**config.mk**
```make
export PLATFORM = sky130hd
export DESIGN_NAME = qeciphy_tx_frame_sequencer
export DESIGN_NICKNAME = d
export VERILOG_FILES = /design/src/rtl/qeciphy_pkg.sv /design/src/rtl/qeciphy_tx_slot_counter.sv /design/src/rtl/qeciphy_tx_frame_sequencer.sv
export SDC_FILE = /design/constraint.sdc
export NUM_CORES = 1
export LEC_CHECK = 0
export BUFFER_PORTS_ARGS = -buffer_cell sky130_fd_sc_hd__buf_4
export CAP_MARGIN = 10
export CORE_MARGIN = 1
export CORE_UTILIZATION = 56
export CTS_BUF_LIST = sky130_fd_sc_hd__clkbuf_4 sky130_fd_sc_hd__clkbuf_8
export CTS_CLUSTER_SIZE = 12
export DETAILED_ROUTE_END_ITERATION = 10
export GPL_TIMING_DRIVEN = 0
export PLACE_DENSITY = 0.84
export SLEW_MARGIN = 20
export SYNTH_ARGS = -nofsm -noshare
export SYNTH_HDL_FRONTEND = slang
export SYNTH_SLANG_ARGS = --single-unit
export TNS_END_PERCENT = 10
```
**constraint.sdc**
```tcl
create_clock -name clk_i -period 2 [get_ports clk_i]
set_input_delay 0.4 -clock clk_i [delete_from_list [all_inputs] [get_ports clk_i]]
set_output_delay 0.4 -clock clk_i [all_outputs]
set_load 0.01 [all_outputs]
```
**src/rtl/qeciphy_pkg.sv**
```systemverilog
// Shared types and default geometry for the qeciphy transmit path.
// Mode encoding is one-hot so the mode register drives the mode outputs directly.
package qeciphy_pkg;

  localparam int unsigned QECIPHY_FAW_PERIOD = 64;
  localparam int unsigned QECIPHY_CRC_GROUP  = 7;

  typedef enum logic [2:0] {
    TX_OFF    = 3'b001,
    TX_IDLE   = 3'b010,
    TX_ACTIVE = 3'b100
  } tx_mode_t;

endpackage

```
**src/rtl/qeciphy_tx_slot_counter.sv**
```systemverilog
// Slot/group counters with start/stop control and registered FAW/CRC boundary decode.
// Also exports next-cycle run/FAW flags so the mode FSM can update in lockstep.
module qeciphy_tx_slot_counter
  import qeciphy_pkg::*;
#(
  parameter int unsigned FAW_PERIOD = QECIPHY_FAW_PERIOD,
  parameter int unsigned CRC_GROUP  = QECIPHY_CRC_GROUP
) (
  input  logic                          clk_i,
  input  logic                          rst_n_i,
  input  logic                          enable_i,
  output logic                          running_o,
  output logic [$clog2(FAW_PERIOD)-1:0] slot_o,
  output logic                          faw_boundary_o,
  output logic                          crc_boundary_o,
  output logic                          run_next_o,
  output logic                          faw_next_o
);

  localparam int unsigned SLOT_W  = $clog2(FAW_PERIOD);
  localparam int unsigned GROUP_W = (CRC_GROUP > 1) ? $clog2(CRC_GROUP) : 1;
  localparam logic [SLOT_W-1:0]  LAST_SLOT  = SLOT_W'(FAW_PERIOD - 1);
  localparam logic [GROUP_W-1:0] LAST_GROUP = GROUP_W'(CRC_GROUP - 1);

  if (((FAW_PERIOD - 1) % CRC_GROUP) != 0) begin : g_bad_geometry
    $error("FAW_PERIOD-1 must be a multiple of CRC_GROUP");
  end

  logic               running_q, running_d;
  logic [SLOT_W-1:0]  slot_q, slot_d;
  logic [GROUP_W-1:0] group_q, group_d;
  logic               faw_q, faw_d;
  logic               crc_q, crc_d;

  always_comb begin
    running_d = running_q;
    slot_d    = slot_q;
    group_d   = group_q;
    if (!running_q) begin
      if (enable_i) begin
        running_d = 1'b1;
        slot_d    = '0;
        group_d   = '0;
      end
    end else if (slot_q == LAST_SLOT) begin
      // Stop requests take effect only here, so a frame is never cut short.
      running_d = enable_i;
      slot_d    = '0;
      group_d   = '0;
    end else begin
      slot_d = slot_q + 1'b1;
      // Slot 0 is the FAW, so grouping starts counting from slot 1.
      if (slot_q == '0 || group_q == LAST_GROUP) begin
        group_d = '0;
      end else begin
        group_d = group_q + 1'b1;
      end
    end
    faw_d = running_d && (slot_d == '0);
    crc_d = running_d && (slot_d != '0) && (group_d == LAST_GROUP);
  end

  always_ff @(posedge clk_i or negedge rst_n_i) begin
    if (!rst_n_i) begin
      running_q <= 1'b0;
      slot_q    <= '0;
      group_q   <= '0;
      faw_q     <= 1'b0;
      crc_q     <= 1'b0;
    end else begin
      running_q <= running_d;
      slot_q    <= slot_d;
      group_q   <= group_d;
      faw_q     <= faw_d;
      crc_q     <= crc_d;
    end
  end

  assign running_o      = running_q;
  assign slot_o         = slot_q;
  assign faw_boundary_o = faw_q;
  assign crc_boundary_o = crc_q;
  assign run_next_o     = running_d;
  assign faw_next_o     = faw_d;

endmodule

```
**src/rtl/qeciphy_tx_frame_sequencer.sv**
```systemverilog
// Frame timing and frame-aligned transmit mode control for qeciphy_tx_packet_gen.
// Optional status outputs (frame_cnt_o, mode_chg_o) with QECIPHY_TX_FRAME_SEQ_STATUS_EN.
module qeciphy_tx_frame_sequencer
  import qeciphy_pkg::*;
#(
  parameter int unsigned FAW_PERIOD = QECIPHY_FAW_PERIOD,
  parameter int unsigned CRC_GROUP  = QECIPHY_CRC_GROUP
) (
  input  logic                          clk_i,
  input  logic                          rst_n_i,
  input  logic                          enable_i,
  input  logic                          tx_en_i,
  input  logic                          data_en_i,
  output logic                          faw_boundary_o,
  output logic                          crc_boundary_o,
  output logic                          tx_off_o,
  output logic                          tx_idle_o,
  output logic                          tx_active_o,
  output logic                          running_o,
  output logic [$clog2(FAW_PERIOD)-1:0] slot_o
`ifdef QECIPHY_TX_FRAME_SEQ_STATUS_EN
  ,
  output logic [15:0]                   frame_cnt_o,
  output logic [0:0]                    mode_chg_o
`endif
);

  logic run_next;
  logic faw_next;

  qeciphy_tx_slot_counter #(
    .FAW_PERIOD (FAW_PERIOD),
    .CRC_GROUP  (CRC_GROUP)
  ) u_slot_counter (
    .clk_i          (clk_i),
    .rst_n_i        (rst_n_i),
    .enable_i       (enable_i),
    .running_o      (running_o),
    .slot_o         (slot_o),
    .faw_boundary_o (faw_boundary_o),
    .crc_boundary_o (crc_boundary_o),
    .run_next_o     (run_next),
    .faw_next_o     (faw_next)
  );

  tx_mode_t mode_q, mode_d, target;

  always_comb begin
    target = !tx_en_i ? TX_OFF : (data_en_i ? TX_ACTIVE : TX_IDLE);
    mode_d = mode_q;
    if (!run_next) begin
      mode_d = TX_OFF;
    end else if (faw_next) begin
      unique case (mode_q)
        // OFF must pass through one IDLE frame before going ACTIVE.
        TX_OFF:              mode_d = (target == TX_ACTIVE) ? TX_IDLE : target;
        TX_IDLE, TX_ACTIVE:  mode_d = target;
        default:             mode_d = TX_OFF;
      endcase
    end
  end

  always_ff @(posedge clk_i or negedge rst_n_i) begin
    if (!rst_n_i) begin
      mode_q <= TX_OFF;
    end else begin
      mode_q <= mode_d;
    end
  end

  assign {tx_active_o, tx_idle_o, tx_off_o} = mode_q;

`ifdef QECIPHY_TX_FRAME_SEQ_STATUS_EN
  logic [15:0] frame_cnt_q, frame_cnt_d;
  logic        mode_chg_q;

  always_comb begin
    frame_cnt_d = frame_cnt_q;
    if (!run_next) begin
      frame_cnt_d = '0;
    end else if (faw_next && running_o && (frame_cnt_q != 16'hFFFF)) begin
      // FAW next while already running is a completed-frame wrap.
      frame_cnt_d = frame_cnt_q + 16'd1;
    end
  end

  always_ff @(posedge clk_i or negedge rst_n_i) begin
    if (!rst_n_i) begin
      frame_cnt_q <= '0;
      mode_chg_q  <= 1'b0;
    end else begin
      frame_cnt_q <= frame_cnt_d;
      mode_chg_q  <= faw_next && (mode_d != mode_q);
    end
  end

  assign frame_cnt_o   = frame_cnt_q;
  assign mode_chg_o[0] = mode_chg_q;
`endif

endmodule
```
==> tab_implementation.tex, run 1 <==
\begin{tabular}{lr}
\hline
Metric & Value \\
\hline
\multicolumn{2}{l}{\textbf{Status}} \\
\quad Run status & complete, no violations \\
\multicolumn{2}{l}{\textbf{STA}} \\
\quad Worst slack on hold paths & 0.388 ns \\
\quad Setup-failing EPs final & 0 \\
\quad Final worst-path setup slack & 0.112 ns \\
\quad Min Clock Period, post-route & 1.89 ns \\
\quad Slew Limit Fails & 0 \\
\quad RSZ-0062 raised after global routing & false \\
\quad Clock Skews & 0.00164 ns \\
\quad Hold violation total from the final report & 0 \\
\quad Period utilisation layout & 0.944 \\
\quad Sum Neg Setup Slack & 0 ns \\
\quad Pin slew with the least headroom to its limit & 0.436 ns \\
\quad Worst slew slack as a fraction of its limit & 0.709 \\
\quad Fmax & 530 MHz \\
\multicolumn{2}{l}{\textbf{Detailed routing}} \\
\quad Amount of wire on met3 after detailed routing & 101 µm \\
\quad Via count & 850 \\
\quad Remaining number of nets flagged by the antenna check after routing & 0 \\
\quad WL final & 2140 µm \\
\quad Starting DRT DRC Count & 15 \\
\quad Highest routed metal layer & met4 \\
\quad Met1 Wirelength & 889 µm \\
\quad Post-route DRC & 0 \\
\quad First-pass iteration count of the detailed router & 5 \\
\quad Routed wire length per instance & 15.5 µm \\
\quad Total length of routed met2 wires & 1110 µm \\
\quad Number of vias per cell & 6.16 \\
\multicolumn{2}{l}{\textbf{Layout}} \\
\quad Number of antenna repair diodes & 0 \\
\quad Total number of nets in the final design & 132 \\
\quad End-of-flow core utilization & 0.749 \\
\quad Fill cell total of the finished layout & 120 \\
\quad Area overhead of the layout relative to synthesis & 22.9\% \\
\quad Layout cells sized above 1 & 0.311 \\
\multicolumn{2}{l}{\textbf{Setup path}} \\
\quad Crit path buf inv count & 0 \\
\quad Crit end category & register \\
\quad Worst EP arrival & 2.07 ns \\
\quad CP Data Required Time & 2.18 ns \\
\quad Critical path peak fanout & 9 \\
\quad Launching element type of the critical path & register \\
\quad Crit path max-delay family & simple AND/OR/NAND/NOR gates \\
\quad Cell with the biggest individual delay on the critical path & sky130\_fd\_sc\_hd\_\_dfrtp\_1 \\
\quad Worst-path cell chain & or3\_4, nor3b\_2, o41ai\_2, a22o\_1, nor4b\_2 \\
\quad Worst setup path class & register to register \\
\quad Worst stage delay on the critical path & 0.48 ns \\
\multicolumn{2}{l}{\textbf{Place}} \\
\quad Count of input and output buffers & 16 \\
\quad Placed wire-length estimate & 1560 µm \\
\quad Post-Place Setup Slack & -0.0790 ns \\
\quad Routability-driven placement congestion ratio & 0.797 \\
\multicolumn{2}{l}{\textbf{Clocking}} \\
\quad Root Buffer & sky130\_fd\_sc\_hd\_\_clkbuf\_4 \\
\quad TritonCTS clock tree & built \\
\quad H-Tree Level Count & 1 \\
\quad Clk slew on worst S/H paths & 0.09 ns \\
\quad TritonCTS Buffers & 3 \\
\quad Number of clock sinks seen by CTS & 15 \\
\quad Worst skew pair latency & 0.29 ns \\
\quad Clock tree buffer depth & 2 \\
\quad Buffers inserted by post-CTS timing repair & 0 \\
\multicolumn{2}{l}{\textbf{Synthesis}} \\
\quad EDFF count, synth & 0 \\
\quad Mean post-synth cell area & 9.30 µm² \\
\quad Count of state elements after synthesis & 15 \\
\quad Share of synthesized registers carrying an async set or reset & 1.00 \\
\quad Cell variety after synth & 37 \\
\quad Most used DFF post-synth & sky130\_fd\_sc\_hd\_\_dfrtp\_1 \\
\quad Syn nets & 110 \\
\quad Sequential fraction of the synthesis area & 0.401 \\
\quad Syn Std Cell Area & 940 µm² \\
\quad Post-synthesis cell count & 101 \\
\quad Number of synthesis warnings & 0 \\
\multicolumn{2}{l}{\textbf{Global routing}} \\
\quad Antenna violations before repair & 0 \\
\quad Pin count of the biggest net entering global routing & 16 \\
\quad Overall track demand over capacity in global routing & 0.266 \\
\quad Total grt overflow & 0 \\
\quad Via count of the first global-routing pass & 841 \\
\quad First-pass GRT wire length & 3620 µm \\
\multicolumn{2}{l}{\textbf{Die}} \\
\quad Area of the die & 1850 µm² \\
\quad Number of core rows & 14 \\
\quad Count of pins on the block boundary & 17 \\
\quad Horizontal die dimension & 43.0 µm \\
\quad Initial Util & 0.610 \\
\quad Core region area & 1540 µm² \\
\quad Vertical die dimension & 43.0 µm \\
\multicolumn{2}{l}{\textbf{Min path}} \\
\quad Hold WC Path Type & input port to register \\
\multicolumn{2}{l}{\textbf{Power and ir drop}} \\
\quad Power density of the placed cells & 1640 nW/µm² \\
\quad Static Leakage & 0.505 nW \\
\quad IR drop worst, VDD & 0.955 mV \\
\multicolumn{2}{l}{\textbf{Job}} \\
\quad \# Max-Cap Violations & 0 \\
\hline
\end{tabular}
[placed cells by master, fill, tap and decap left out, drive strengths merged, types with 3 or more instances in the layout]
cell | Yosys | layout
nand2b | 3 | 3
buf | 3 | 19
nor3 | 3 | 3
nand2 | 8 | 8
clkbuf | 0 | 4
nand3 | 4 | 4
ha | 4 | 4
dfrtp | 14 | 14
nor2 | 6 | 6
o21ai | 15 | 15
a21oi | 5 | 5
inv | 7 | 7
[synthesized netlist by cell type, types with 2 or more instances]
library cell	number	area, µm²
sky130_fd_sc_hd__nor2b_1	2	12.5
sky130_fd_sc_hd__a22o_1	2	17.5
sky130_fd_sc_hd__a21oi_1	5	25.0
sky130_fd_sc_hd__nand4_1	2	12.5
sky130_fd_sc_hd__a21o_1	2	15.0
sky130_fd_sc_hd__o21a_1	2	15.0
sky130_fd_sc_hd__o21ai_0	12	60.1
sky130_fd_sc_hd__nor2_1	4	15.0
sky130_fd_sc_hd__xor2_1	2	17.5
sky130_fd_sc_hd__o21ai_1	3	15.0
sky130_fd_sc_hd__nor3_1	3	15.0
sky130_fd_sc_hd__dfrtp_1	14	350
sky130_fd_sc_hd__nand3_1	4	20.0
sky130_fd_sc_hd__nand2b_1	3	18.8
sky130_fd_sc_hd__buf_2	3	15.0
sky130_fd_sc_hd__ha_1	4	50.1
sky130_fd_sc_hd__nand2_1	8	30.0
sky130_fd_sc_hd__inv_1	7	26.3
[registers in the layout, indices dropped and copies added, names as in the netlist]
name / count
mode_q: 3
u_slot_counter.crc_boundary_o: 1
u_slot_counter.faw_boundary_o: 1
u_slot_counter.group_q: 3
u_slot_counter.running_o: 1
u_slot_counter.slot_o: 6
[report_power, final]
part,switching (W),internal (W),total (W)
Clock,0.000103,0.0000914,0.000195
Combinational,0.000560,0.000513,0.00107
Sequential,0.000175,0.000446,0.000622
Total,0.000839,0.00105,0.00189
[layer usage]
layer | track usage | vias up
li1 | - | 408
met4 | 0.152 | 0
met1 | 0.298 | 406
met5 | 0 | -
met2 | 0.455 | 31
met3 | 0.0638 | 5
[worst paths after layout]
| kind | startpoint | to | slack, ns | depth (start not counted) |
|---|---|---|---|---|
| worst max-delay path | u_slot_counter.slot_o[4]$_DFF_PN0_ | u_slot_counter.crc_boundary_o$_DFF_PN0_ | 0.11 | 5 |
| worst min register to register | u_slot_counter.slot_o[0]$_DFF_PN0_ | u_slot_counter.slot_o[0]$_DFF_PN0_ | 0.59 | 1 |
| min in group asynchronous | rst_n_i | u_slot_counter.slot_o[3]$_DFF_PN0_ | 0.49 | 2 |
| max in group asynchronous | rst_n_i | mode_q[0]$_DFFE_PN1P_ | 1.26 | 2 |
| worst max register to register | u_slot_counter.slot_o[4]$_DFF_PN0_ | u_slot_counter.crc_boundary_o$_DFF_PN0_ | 0.11 | 5 |
| worst min-delay path | tx_en_i | mode_q[1]$_DFFE_PN0P_ | 0.39 | 3 |
[area by class of cell]
class,instances,area (µm²),share of cell area
Tap cell,16,20.0,0.0173
Inverter,7,26.3,0.0228
Multi-Input combinational cell,76,554,0.480
Clock buffer,4,30.0,0.0260
Timing Repair Buffer,17,130,0.113
Sequential cell,15,379,0.328
Buffer,3,15.0,0.0130
[per-stage QoR]
step	total power, W	area (µm²)	instances
2_1_floorplan	0.00129	940	101
3_3_place_gp	0.00155	1080	133
3_5_place_dp	0.00162	1080	133
4_1_cts	0.00186	1140	138
5_1_grt	0.00203	1150	138
6_report	0.00189	1150	138
[logic make-up after synthesis]
| family | Yosys count | share of synthesized area |
|---|---|---|
| adder cells (fa/ha/maj) | 4 | 0.0533 |
| buffers and inverters | 10 | 0.0439 |
| AND/OR/NAND/NOR | 32 | 0.198 |
| multiplexers | 1 | 0.0107 |
| AO/OA/AOI/OAI | 36 | 0.265 |
| flip-flops | 15 | 0.401 |
| XOR/XNOR | 3 | 0.0280 |
[timing repair]
action / in CTS / in global routing
gates resized for setup: 3 / 6
endpoints found under the hold margin: 14 / 0
hold buffers: 1 / 0
endpoints found under the setup margin: 4 / 4
[worst reg2reg max path, delay by kind of cell, from the launching register on]
kind,cells,cell delay [ns]
and+or+nand+nor,3,0.93
DFF,1,0.48
AOI/OAI and AO/OA,2,0.37
Note: power is estimated with default switching activity, not from simulation.
==> run 2, diff against run 1 <==
--- a/config.mk
+++ b/config.mk
@@ -7,13 +7,15 @@
 export LEC_CHECK = 0
 export BUFFER_PORTS_ARGS = -buffer_cell sky130_fd_sc_hd__buf_4
 export CAP_MARGIN = 10
+export CELL_PAD_IN_SITES_DETAIL_PLACEMENT = 1
+export CELL_PAD_IN_SITES_GLOBAL_PLACEMENT = 2
 export CORE_MARGIN = 1
-export CORE_UTILIZATION = 56
+export CORE_UTILIZATION = 34
 export CTS_BUF_LIST = sky130_fd_sc_hd__clkbuf_4 sky130_fd_sc_hd__clkbuf_8
 export CTS_CLUSTER_SIZE = 12
 export DETAILED_ROUTE_END_ITERATION = 10
 export GPL_TIMING_DRIVEN = 0
-export PLACE_DENSITY = 0.84
+export PLACE_DENSITY = 0.83
 export SLEW_MARGIN = 20
 export SYNTH_ARGS = -nofsm -noshare
 export SYNTH_HDL_FRONTEND = slang
==> run 2 against run 1 <==
  * Clock skew increased by 0.0035 ns
  * Non-clock buffer count unchanged
  * Hold slack got worse by 0.0082 ns
  * Cell area up 1.3%
  * Fmax decreased by 1.3%
  * Clock power is 4% lower
  * Die area is 61% higher
  * Global-route usage down 8.6 points
  * First-iteration DRC count is 6.7% higher
  * Utilization decreased by 29 points
  * Flip-flop and latch count unchanged
  * Critical endpoint unchanged
  * Largest cell class unchanged
  * Largest power group unchanged
==> tab_implementation.tex, run 2 (synthesis results as in run 1) <==
\begin{tabular}{lr}
\hline
Metric & Value \\
\hline
\multicolumn{2}{l}{\textbf{Min path}} \\
\quad Hold WC Path Type & input port to register \\
\multicolumn{2}{l}{\textbf{Clocking}} \\
\quad Worst skew pair latency & 0.29 ns (about the same) \\
\quad TritonCTS Buffers & 3 (unchanged) \\
\quad Number of clock sinks seen by CTS & 15 (unchanged) \\
\quad Buffers inserted by post-CTS timing repair & 0 (unchanged) \\
\quad Clk slew on worst S/H paths & 0.11 ns (+0.02 ns) \\
\quad Clock tree buffer depth & 2 (unchanged) \\
\quad TritonCTS clock tree & built \\
\quad Root Buffer & sky130\_fd\_sc\_hd\_\_clkbuf\_4 \\
\quad H-Tree Level Count & 1 (unchanged) \\
\multicolumn{2}{l}{\textbf{STA}} \\
\quad Worst slew slack as a fraction of its limit & 0.743 (+0.0343) \\
\quad Hold violation total from the final report & 0 (unchanged) \\
\quad Pin slew with the least headroom to its limit & 0.384 ns (-0.0513 ns) \\
\quad Slew Limit Fails & 0 (unchanged) \\
\quad Clock Skews & 0.00515 ns (+0.00351 ns) \\
\quad Setup-failing EPs final & 0 (unchanged) \\
\quad Period utilisation layout & 0.956 (+0.0121) \\
\quad Sum Neg Setup Slack & 0 ns (unchanged) \\
\quad Fmax & 523 MHz (-1.3\%) \\
\quad Min Clock Period, post-route & 1.91 ns (+0.0242 ns) \\
\quad RSZ-0062 raised after global routing & false \\
\multicolumn{2}{l}{\textbf{Power and ir drop}} \\
\quad Static Leakage & 0.500 nW (-1.1\%) \\
\quad Pwr Total & 0.00188 W (-0.60\%) \\
\quad Power density of the placed cells & 1610 nW/µm² (-1.9\%) \\
\quad IR drop worst, VDD & 0.746 mV (-22\%) \\
\multicolumn{2}{l}{\textbf{Die}} \\
\quad Count of pins on the block boundary & 17 (unchanged) \\
\quad Vertical die dimension & 54.6 µm (+27\%) \\
\quad Initial Util & 0.369 (-0.240) \\
\quad Horizontal die dimension & 54.6 µm (+27\%) \\
\quad Core region area & 2540 µm² (+65\%) \\
\quad Area of the die & 2980 µm² (+61\%) \\
\quad Number of core rows & 18 (+4) \\
\multicolumn{2}{l}{\textbf{Global routing}} \\
\quad Pin count of the biggest net entering global routing & 16 (unchanged) \\
\quad First-pass GRT wire length & 3720 µm (+2.9\%) \\
\quad Antenna violations before repair & 0 (unchanged) \\
\quad Overall track demand over capacity in global routing & 0.179 (-0.0865) \\
\quad Via count of the first global-routing pass & 782 (-7.0\%) \\
\quad Total grt overflow & 0 (unchanged) \\
\multicolumn{2}{l}{\textbf{Setup path}} \\
\quad Crit path max-delay family & simple AND/OR/NAND/NOR gates \\
\quad Cell with the biggest individual delay on the critical path & sky130\_fd\_sc\_hd\_\_dfrtp\_1 \\
\quad Crit path buf inv count & 1 (+1) \\
\quad Worst stage delay on the critical path & 0.39 ns (-0.09 ns) \\
\quad Worst-path cell chain & buf\_2, or3\_4, nor3b\_2, nor2\_1, a22o\_1, nor4b\_2 \\
\quad R2R Setup Slk & 0.09 ns (-0.02 ns) \\
\quad Launching element type of the critical path & register \\
\quad Worst setup path class & register to register \\
\quad Critical path peak fanout & 9 (unchanged) \\
\quad Crit end category & register \\
\quad CP Data Required Time & 2.18 ns (about the same) \\
\quad Worst EP arrival & 2.09 ns (+0.02 ns) \\
\multicolumn{2}{l}{\textbf{Layout}} \\
\quad End-of-flow core utilization & 0.460 (-0.290) \\
\quad Layout cells sized above 1 & 0.311 (unchanged) \\
\quad Flip-flop count of the largest register, all copies and words added & 6 (unchanged) \\
\quad Most common cell after layout, fill and taps aside & sky130\_fd\_sc\_hd\_\_buf\_4 \\
\quad Fill cell total of the finished layout & 313 (+160\%) \\
\quad Number of antenna repair diodes & 0 (unchanged) \\
\quad Area overhead of the layout relative to synthesis & 24.5\% \\
\quad Total number of nets in the final design & 132 (unchanged) \\
\quad Highest-count cells in the layout ignoring fill and taps & sky130\_fd\_sc\_hd\_\_buf\_4 (16), sky130\_fd\_sc\_hd\_\_o21ai\_0 (12), sky130\_fd\_sc\_hd\_\_dfrtp\_1 (12) \\
\quad Final std cells w/o fill & 152 (+10\%) \\
\multicolumn{2}{l}{\textbf{Detailed routing}} \\
\quad Number of vias per cell & 5.43 (-12\%) \\
\quad First-pass iteration count of the detailed router & 4 (-1) \\
\quad Remaining number of nets flagged by the antenna check after routing & 0 (unchanged) \\
\quad Via count & 826 (-2.8\%) \\
\quad WL final & 2310 µm (+7.8\%) \\
\quad Routed wire length per instance & 15.2 µm (-2.1\%) \\
\quad Post-route DRC & 0 (unchanged) \\
\quad Starting DRT DRC Count & 16 (+1) \\
\multicolumn{2}{l}{\textbf{Place}} \\
\quad Routability-driven placement congestion ratio & 0.740 (-7.2\%) \\
\quad Cell count after placement & 147 (+11\%) \\
\quad Count of input and output buffers & 16 (unchanged) \\
\quad Placed wire-length estimate & 1770 µm (+14\%) \\
\multicolumn{2}{l}{\textbf{Job}} \\
\quad \# Max-Cap Violations & 0 (unchanged) \\
\multicolumn{2}{l}{\textbf{Status}} \\
\quad Run status & complete, no violations \\
\hline
\end{tabular}
-- run 2: changes by cell type in the layout (fill, tap and decap cells not counted), sizes merged --
cell,delta
clkbuf,-1
clkinvlp,+1
-- run 2: metal layers --
| layer | up-vias | global-route usage | part of all wire |
|---|---|---|---|
| met5 | - | 0 | 0 |
| met4 | 0 | 0.0513 | 0.0056 |
| met3 | 2 | 0.0333 | 0.033 |
| met2 | 19 | 0.293 | 0.47 |
| met1 | 397 | 0.239 | 0.49 |
| li1 | 408 | - | - |
-- run 2: timing repair --
action,4_1_cts,5_1_grt
endpoints found under the setup margin,5,5
hold buffers,1,0
gates resized for setup,4,4
hold endpoints to repair,14,0
-- run 2: layout make-up --
| type | instances | area [µm²] | share of cell area |
|---|---|---|---|
| multi-input combinational | 76 | 552 | 0.472 |
| sequential | 15 | 379 | 0.324 |
| timing repair buffer | 17 | 130 | 0.111 |
| tap | 30 | 37.5 | 0.0321 |
| inverter | 7 | 26.3 | 0.0225 |
| clock buffer | 3 | 22.5 | 0.0193 |
| buffer | 3 | 15.0 | 0.0128 |
| clock inverter | 1 | 7.51 | 0.00642 |
-- run 2: where the power goes --
part | leakage (nW) | switching, W | internal [W]
logic | 0.305 | 0.000562 | 0.000510
registers | 0.181 | 0.000172 | 0.000446
clock network | 0.0139 | 0.000112 | 0.0000760
total | 0.500 | 0.000846 | 0.00103
-- run 2: final timing paths --
check                                                     endpoint                          startpoint  depth (start not counted)
min reg2reg                     u_slot_counter.slot_o[0]$_DFF_PN0_  u_slot_counter.slot_o[0]$_DFF_PN0_                          1
max in group asynchronous                    mode_q[0]$_DFFE_PN1P_                             rst_n_i                          2
min                                          mode_q[1]$_DFFE_PN0P_                             tx_en_i                          3
max reg2reg                u_slot_counter.crc_boundary_o$_DFF_PN0_  u_slot_counter.slot_o[3]$_DFF_PN0_                          6
min in group asynchronous       u_slot_counter.slot_o[0]$_DFF_PN0_                             rst_n_i                          2
max                        u_slot_counter.crc_boundary_o$_DFF_PN0_  u_slot_counter.slot_o[3]$_DFF_PN0_                          6
-- run 2: through the flow --
stage / cell area, µm² / worst slack, ns / hold slack [ns]
floorplan: 940 / 0.174 / 0.104
global placement: 1100 / -0.0977 / 0.268
detailed placement: 1100 / -0.128 / 0.267
CTS: 1150 / 0.0362 / 0.379
global route: 1170 / 0.00814 / 0.392
finish: 1170 / 0.0882 / 0.380
-- run 2: worst min-delay path: stages --
cell and delay [ns]:
sky130_fd_sc_hd__buf_4 0.12, sky130_fd_sc_hd__nand3_1 0.06, sky130_fd_sc_hd__mux2i_1 0.06
